## src/rtl/adder_pipe_n_bit_pkg.sv

```systemverilog
// Shared definitions for the chunked pipelined adder: mode encoding and
// the parameter sanity check used at elaboration.
package adder_pipe_n_bit_pkg;

   typedef enum logic {
      MODE_ADD = 1'b0,
      MODE_SUB = 1'b1
   } mode_e;

   function automatic bit chunk_ok(input int unsigned n, input int unsigned k);
      return (k >= 1) && (n >= k) && ((n % k) == 0);
   endfunction

endpackage

```

## src/rtl/adder_chunk.sv

```systemverilog
// K-bit combinational ripple chunk; also exposes the carry into its MSB so
// the final stage can form signed overflow.
module adder_chunk #(
   parameter int unsigned K = 4
) (
   input  logic [K-1:0] a,
   input  logic [K-1:0] b,
   input  logic         ci,
   output logic [K-1:0] s,
   output logic         co,
   output logic         c_msb_in
);

   logic [K:0] c;

   assign c[0] = ci;

   full_adder u_fa [K-1:0] (
      .a  (a),
      .b  (b),
      .ci (c[K-1:0]),
      .s  (s),
      .co (c[K:1])
   );

   assign co       = c[K];
   assign c_msb_in = c[K-1];

endmodule

```

## src/rtl/full_adder.sv

```systemverilog
// One-bit full adder, the cell the chunk ripple is built from.
module full_adder (
   input  logic a,
   input  logic b,
   input  logic ci,
   output logic s,
   output logic co
);

   assign s  = a ^ b ^ ci;
   assign co = (a & b) | (ci & (a ^ b));

endmodule

```

## src/rtl/adder_pipe_n_bit.sv

```systemverilog
// Pipelined N-bit add/subtract: one K-bit chunk per stage, registered chunk
// carries, operand skew ahead of the carry and result de-skew behind it.
module adder_pipe_n_bit #(
   parameter int unsigned N = 16,
   parameter int unsigned K = 4
) (
   input  logic         clk,
   input  logic         rst_n,
   input  logic         in_valid,
   output logic         in_ready,
   input  logic [N-1:0] x,
   input  logic [N-1:0] y,
   input  logic         cin,
   input  logic         sub,
   output logic         out_valid,
   input  logic         out_ready,
   output logic [N-1:0] z,
   output logic         cout,
   output logic         ovf
);

   import adder_pipe_n_bit_pkg::*;

   localparam int unsigned STAGES = N / K;

   if (!chunk_ok(N, K)) begin : g_param_check
      $error("adder_pipe_n_bit: N must be a nonzero multiple of K");
   end

   logic         advance;
   logic [N-1:0] y_eff;
   logic         c_first;

   assign advance  = !out_valid || out_ready;
   assign in_ready = advance;
   assign y_eff    = y ^ {N{sub == MODE_SUB}};
   assign c_first  = (sub == MODE_SUB) ? 1'b1 : cin;

   for (genvar s = 0; s < STAGES; s++) begin : g_stage
      // REM = operand bits still waiting for their carry after this stage
      localparam int unsigned REM = N - (s + 1) * K;

      logic [K-1:0]         a_c;
      logic [K-1:0]         b_c;
      logic [K-1:0]         s_c;
      logic                 ci_c;
      logic                 co_c;
      logic                 v_in;
      logic                 v_r;
      logic                 c_r;
      logic [(s+1)*K-1:0]   res_in;
      logic [(s+1)*K-1:0]   res;

      if (s == 0) begin : g_src
         assign a_c    = x[K-1:0];
         assign b_c    = y_eff[K-1:0];
         assign ci_c   = c_first;
         assign v_in   = in_valid;
         assign res_in = s_c;
      end else begin : g_src
         assign a_c    = g_stage[s-1].g_skew.xs[K-1:0];
         assign b_c    = g_stage[s-1].g_skew.ys[K-1:0];
         assign ci_c   = g_stage[s-1].c_r;
         assign v_in   = g_stage[s-1].v_r;
         assign res_in = {s_c, g_stage[s-1].res};
      end

      if (s == STAGES - 1) begin : g_last
         logic cm_c;
         logic ovf_r;

         adder_chunk #(.K(K)) u_chunk (
            .a        (a_c),
            .b        (b_c),
            .ci       (ci_c),
            .s        (s_c),
            .co       (co_c),
            .c_msb_in (cm_c)
         );

         always_ff @(posedge clk or negedge rst_n) begin
            if (!rst_n) begin
               ovf_r <= 1'b0;
            end else if (advance) begin
               ovf_r <= cm_c ^ co_c;
            end
         end
      end else begin : g_body
         adder_chunk #(.K(K)) u_chunk (
            .a        (a_c),
            .b        (b_c),
            .ci       (ci_c),
            .s        (s_c),
            .co       (co_c),
            .c_msb_in ()
         );
      end

      always_ff @(posedge clk or negedge rst_n) begin
         if (!rst_n) begin
            v_r <= 1'b0;
            c_r <= 1'b0;
            res <= '0;
         end else if (advance) begin
            v_r <= v_in;
            c_r <= co_c;
            res <= res_in;
         end
      end

      if (s < STAGES - 1) begin : g_skew
         logic [REM-1:0] xs;
         logic [REM-1:0] ys;
         logic [REM-1:0] xs_in;
         logic [REM-1:0] ys_in;

         if (s == 0) begin : g_feed
            assign xs_in = x[N-1:K];
            assign ys_in = y_eff[N-1:K];
         end else begin : g_feed
            assign xs_in = g_stage[s-1].g_skew.xs[REM+K-1:K];
            assign ys_in = g_stage[s-1].g_skew.ys[REM+K-1:K];
         end

         always_ff @(posedge clk or negedge rst_n) begin
            if (!rst_n) begin
               xs <= '0;
               ys <= '0;
            end else if (advance) begin
               xs <= xs_in;
               ys <= ys_in;
            end
         end
      end
   end

   assign out_valid = g_stage[STAGES-1].v_r;
   assign z         = g_stage[STAGES-1].res;
   assign cout      = g_stage[STAGES-1].c_r;
   assign ovf       = g_stage[STAGES-1].g_last.ovf_r;

endmodule

```

## config.mk

```make
export PLATFORM = sky130hd
export DESIGN_NAME = adder_pipe_n_bit
export DESIGN_NICKNAME = d
export VERILOG_FILES = /design/src/rtl/adder_pipe_n_bit_pkg.sv /design/src/rtl/adder_chunk.sv /design/src/rtl/full_adder.sv /design/src/rtl/adder_pipe_n_bit.sv
export SDC_FILE = /design/constraint.sdc
export NUM_CORES = 1
export LEC_CHECK = 0
export CORE_MARGIN = 2
export CORE_UTILIZATION = 29
export DETAILED_ROUTE_END_ITERATION = 8
export PLACE_DENSITY = 0.52
export RECOVER_POWER = 25
export SYNTH_ARGS = -nofsm -noshare
export SYNTH_HDL_FRONTEND = slang
export SYNTH_SLANG_ARGS = --single-unit
export TNS_END_PERCENT = 1
```

## constraint.sdc

```tcl
create_clock -name clk -period 2.6 [get_ports clk]
set_input_delay 0.52 -clock clk [delete_from_list [all_inputs] [get_ports clk]]
set_output_delay 0.52 -clock clk [all_outputs]
set_load 0.005 [all_outputs]
```

==> impl_metrics.ini, run 1 <==
[power_and_ir_drop]
p_sw_mw = 1.69
comb_power_share = 0.352
powerDensity_nw_per_um2 = 1130
p_int_mw = 4.32
p_clk_frac = 0.226
pwr-share-seq = 0.422
total_leakage_power_nw = 2.26
ir_worst_vdd_mv = 0.304
switching_share = 0.281

[die]
die-area_um2 = 15600
io-pin-count = 58
die_h_um = 125
core_um2 = 14400
die_w_um = 125
num_rows = 44
initial_core_util = 0.295

[sta]
worstMarginPinSlew_ps = 1940
skew_ps = 4.20
setup_viol = 0
fin_hold_ws_ps = 468
finalHoldViolCount = 0
slew_viol_final = 36
slew_headroom = -0.294
fin_crit_ps = 2550
period_share = 0.979
fmax_ghz = 0.393
rsz0062_at_grt = no

[synth]
synth_top_area_share = 0.571
async_reset_ff_frac = 1.00
synth_fp_nets = 334
syn-cell-area_um2 = 4250
synth_edf_count = 0
synthTopCellsByArea = dfrtp_1, mux2_2, fa_1, xor2_1, inv_1
yosys.area.top_type = dfrtp_1
post-synth-top-count-cell = dfrtp_1
synth_ff_type = dfrtp_1
synth_common_cells = dfrtp_1, mux2_2, inv_1
ys_types = 18
synth-warning-count = 0
ys_ff_latch = 97
ys_seq_area_frac = 0.571
synthCells = 280
syn_area_per_cell_um2 = 15.2

[drt]
vias_per_cell = 4.30
wire_per_inst_um = 13.7
wirelength_um = 7270
drcViolationCount = 0
first_pass_iters = 3
ant_nets = 0
vias = 2273
drtIter0Drc = 75

[worst_setup_path]
r2r_start = g_stage[2].c_r
cp.required_ps = 2830
path_max_fanout = 1
reg2reg_slack_ps = 220
critical_path.slowest_cell = fa_2
critPathKind = in2reg
critPathBufInv = 2
slowest_delay_ps = 410
arrival_ps = 2770
crit_chain = clkdlybuf4s15_1, xnor2_2, fa_2, fa_2, fa_2, inv_2, fa_1, mux2_4
cp-end-kind = flip-flop
crit_start = y[0]
crit_family = adder cells
crit_top_cell = fa_2
start_kind = primary input

[clocking]
postCtsSetupRepairBufs = 0
cts_max_level = 3
cts_sinks = 97
clk_path_buf_depth = 2
clock_latency_ps = 340
path_clk_slew_ps = 60
cts.hold.buffers_added = 0
cts_buffers = 9
cts_tree = done
root_buffer = clkbuf_16

[placement]
io_buffers = 57
gp_congestion = 0.695
placed_area_um2 = 5030
hpwlAfterDp_um = 4840

[final_layout]
n_antenna_cell = 0
drive_above_1_share = 0.351
fin_area_um2 = 5340
final_core_util = 0.370
syn2layout_area_growth_pct = 25.7
nNetsFinal = 394

[outcome]
failed_checks = capacitance limit, slew limit
status = finished, violations left

[grt]
grt_max_degree = 98
grt.total_usage = 0.0995
grt_pass1_vias = 2414
antenna_found_initial = 0
grt_overflow = 0
grt_pass1_wl_um = 12200

[job]
max_cap_violations = 1

[hold_path]
hp-class = reg2reg
min-delay-start = g_stage[2].v_r
through the flow:
stage / worst slack [ps] / setup TNS [ps] / power (mW) / std cells
floorplan: -252 / -252 / 4.01 / 280
global placement: -639 / -987 / 4.69 / 513
detailed placement: -666 / -1060 / 4.75 / 513
CTS: 25.1 / 0 / 6.14 / 529
global route: 11.5 / 0 / 6.49 / 529
finish: 53.7 / 0 / 6.01 / 529
sequential cells by signal, indices dropped and copies added, names as in the netlist:
register / cells
g_stage.res: 24
z: 16
g_stage.g_skew.ys: 24
out_valid: 1
ovf: 1
g_stage.c_r: 3
g_stage.v_r: 3
cout: 1
g_stage.g_skew.xs: 24
routing by layer:
layer	global-route usage	up-vias	wire [um]
li1	-	1049	-
met1	0.130	1175	3470
met2	0.155	38	3370
met3	0.0257	11	277
met4	0.0471	0	151
met5	0	-	0
layout make-up:
type | count | area [um2]
timing repair buffer | 64 | 634
tap | 184 | 230
fill | 1405 | 9080
inverter | 25 | 93.8
multi-input combinational | 143 | 1650
clock buffer | 14 | 274
sequential | 97 | 2430
clock inverter | 2 | 35.0
worst register-to-register path: stages (launching register included):
cell and delay, ps:
dfrtp_1 370, fa_1 180, inv_1 60, fa_1 410, inv_1 80, fa_1 210, inv_1 70, fa_1 470
xnor2_1 160, mux2_2 260
final timing paths:
check	to	depth (start not counted)
setup / recovery	g_stage[0].res[3]	8
setup reg to reg	ovf	9
hold / removal	out_valid	1
max in group asynchronous	g_stage[0].g_skew.ys[2]	2
min in group asynchronous	ovf	1
hold reg to reg	out_valid	1
cells by family (layout without fill, tap and decap cells):
family | Yosys count | count (layout) | share of synthesized area
flops | 97 | 97 | 0.571
fa+ha+maj | 16 | 16 | 0.0754
buf+inv | 40 | 105 | 0.0456
xor+xnor | 17 | 17 | 0.0350
simple gates | 14 | 14 | 0.0250
mux | 85 | 85 | 0.227
compound gates | 11 | 11 | 0.0209
timing repair:
action | in CTS | in global routing
pin swaps | 5 | 1
setup endpoints to repair | 1 | 1
gates resized for setup | 14 | 0
hold endpoints to repair | 0 | 0
power by group through the flow:
stage | clock [mW] | combinational, mW | sequential, mW
6_report | 1.36 | 2.12 | 2.53
5_1_grt | 1.48 | 2.38 | 2.63
4_1_cts | 1.41 | 2.17 | 2.55
3_5_place_dp | 0 | 2.17 | 2.58
3_3_place_gp | 0 | 2.13 | 2.56
2_1_floorplan | 0 | 1.52 | 2.49
cell usage in the layout, fill, tap and decap left out, drive strengths merged:
| cell | count |
|---|---|
| a21oi | 11 |
| buf | 8 |
| bufinv | 1 |
| clkbuf | 15 |
| clkdlybuf4s15 | 1 |
| clkdlybuf4s50 | 52 |
| clkinv | 1 |
| dfrtp | 97 |
| dlygate4sd2 | 2 |
| fa | 16 |
| inv | 25 |
| mux2 | 82 |
| mux2i | 3 |
| nand2b | 2 |
| nor2 | 1 |
| nor3b | 11 |
| xnor2 | 6 |
| xor2 | 11 |
(Power assumes the default switching activity.)
==> run 2: changes to the inputs <==
- CORE_UTILIZATION: 29 -> 30
- HOLD_SLACK_MARGIN: unset -> 0.02
- PLACE_DENSITY: 0.52 -> 0.53
- REMOVE_ABC_BUFFERS: unset -> 1
==> run 2 against run 1 <==
  * The run now ends clean
  * Die area fell by 3.2%
  * Sequential share of layout area grew 0.52 points
  * Critical path type unchanged
  * Sequential power about the same
  * Worst hold slack worse by 7.7 ps
  * Power is 1.1% lower
  * Sequential cell count unchanged
  * First-iteration DRC count rose by 79%
  * Global-route usage grew 1.1 points
  * Clock power fell by 7%
  * Clock skew rose by 2.9 ps
  * Critical path depth stayed put
  * Cell area decreased by 1.1%
==> impl_metrics.ini, run 2 (same netlist as run 1, synthesis figures left out) <==
[clocking]
cts.hold.buffers_added = 0
cts_max_level = 3
cts_tree = done
cts_buffers = 9
clock_latency_ps = 340
path_clk_slew_ps = 60
clk_path_buf_depth = 2
root_buffer = clkbuf_16
cts_sinks = 97

[drt]
first_pass_iters = 4
vias_per_cell = 4.29
vias = 2237
met1Wirelength_um = 3600
ant_nets = 0
wirelength_um = 7310
drcViolationCount = 0
highest_layer = met4
wire_per_inst_um = 14.0
dr_wl_met2_um = 3240
wl_met3_um = 384
drtIter0Drc = 134

[placement]
dp_slack_ps = -790
hpwlAfterDp_um = 4680
placed_area_um2 = 5010
gp_congestion = 0.674
dpl.cell_count = 507
io_buffers = 57

[die]
core_um2 = 13900
io-pin-count = 58
die_h_um = 123
initial_core_util = 0.306
die-area_um2 = 15100
num_rows = 43
die_w_um = 123

[hold_path]
hp-class = reg2reg

[outcome]
status = complete, no violations

[grt]
grt_max_degree = 98
antenna_found_initial = 0
grt_pass1_vias = 2361
grt_pass1_wl_um = 12500
grt.total_usage = 0.111
grt_overflow = 0

[power_and_ir_drop]
p_int_mw = 4.24
ir_worst_vdd_mv = 0.368
powerDensity_nw_per_um2 = 1130
p_clk_frac = 0.214
comb_power_share = 0.358
total_leakage_power_nw = 2.24
switching_share = 0.286
p_sw_mw = 1.70
pwr-share-seq = 0.427

[final_layout]
largestRegisters = g_stage.g_skew.xs: 24 flops, g_stage.g_skew.ys: 24 flops, g_stage.res: 24 flops
final_cell_mix = dfrtp_1, mux2_2, clkdlybuf4s50_1, inv_1, fa_1
final_common_cell = dfrtp_1
nNetsFinal = 392
drive_above_1_share = 0.348
fillers = 1345
fin_area_um2 = 5280
multiInputGateArea_um2 = 1650
regArea_um2 = 2430
n_antenna_cell = 0
syn2layout_area_growth_pct = 24.3
final_cells = 522

[sta]
slew_headroom = 0.105
period_share = 0.978
fmax_ghz = 0.393
setup_slack_ps = 57.1
rsz0062_at_grt = no
fin_crit_ps = 2540
setup_viol = 0
worstMarginPinSlew_ps = 1340
skew_ps = 7.12
finalHoldViolCount = 0
slew_viol_final = 0

[worst_setup_path]
critPathKind = in2reg
path_max_fanout = 1
critPathBufInv = 2
crit_family = adder cells
crit_chain = dlygate4sd2_1, xnor2_2, fa_2, fa_2, fa_2, inv_2, fa_1, mux2_4
critical_path.slowest_cell = fa_2
cp-end-kind = flip-flop
crit_top_cell = fa_2
cp.required_ps = 2830
slowest_delay_ps = 390
start_kind = primary input
arrival_ps = 2770

[job]
max_cap_violations = 0
[run 2: cell count changes in the layout (fill, tap and decap cells not counted), sizes merged]
cell / before / now
clkdlybuf4s15: 1 / 0
dlygate4sd2: 2 / 3
clkbuf: 15 / 13
buf: 8 / 5
clkinv: 1 / 3
[run 2: what timing repair did]
action	in CTS	in global routing
setup endpoints to repair	1	2
buffers inserted	0	0
gates resized for setup	15	1
pin swaps	5	1
gates cloned	0	0
[run 2: layer usage]
layer  vias to the layer above  GRT usage
met1                      1138      0.159
li1                       1041          -
met3                        10     0.0406
met4                         0     0.0320
met5                         -          0
met2                        48      0.157
[run 2: final timing paths]
kind,startpoint,end,slack (ps),cells after the start
max in group asynchronous,rst_n,g_stage[0].g_skew.xs[4],720,2
max,y[0],g_stage[0].res[3],60,8
min reg2reg,g_stage[2].v_r,out_valid,460,1
max reg2reg,g_stage[2].c_r,ovf,170,9
min,g_stage[2].v_r,out_valid,460,1
min in group asynchronous,rst_n,z[3],470,1
[run 2: area by class of cell]
cell class | instances | share of cell area
clock buffers | 11 | 0.0441
flip-flops and latches | 97 | 0.460
multi-input cells | 143 | 0.312
repair buffers | 62 | 0.116
well taps | 180 | 0.0426
inverters | 25 | 0.0178
clock inverters | 4 | 0.00853
[run 2: metrics by stage]
step | power (mW) | hold WS [ps] | util | setup TNS (ps)
global route | 6.45 | 473 | 0.380 | 0
finish | 5.94 | 461 | 0.380 | 0
floorplan | 3.95 | 224 | - | -20.8
CTS | 6.07 | 247 | 0.381 | 0
global placement | 4.69 | 447 | 0.361 | -1310
detailed placement | 4.74 | 449 | 0.361 | -1390
[run 2: power groups by stage]
stage,registers (mW),logic (mW),clock network [mW]
finish,2.54,2.13,1.27
global route,2.63,2.41,1.41
CTS,2.55,2.19,1.33
detailed placement,2.58,2.16,0
global placement,2.56,2.12,0
floorplan,2.50,1.45,0
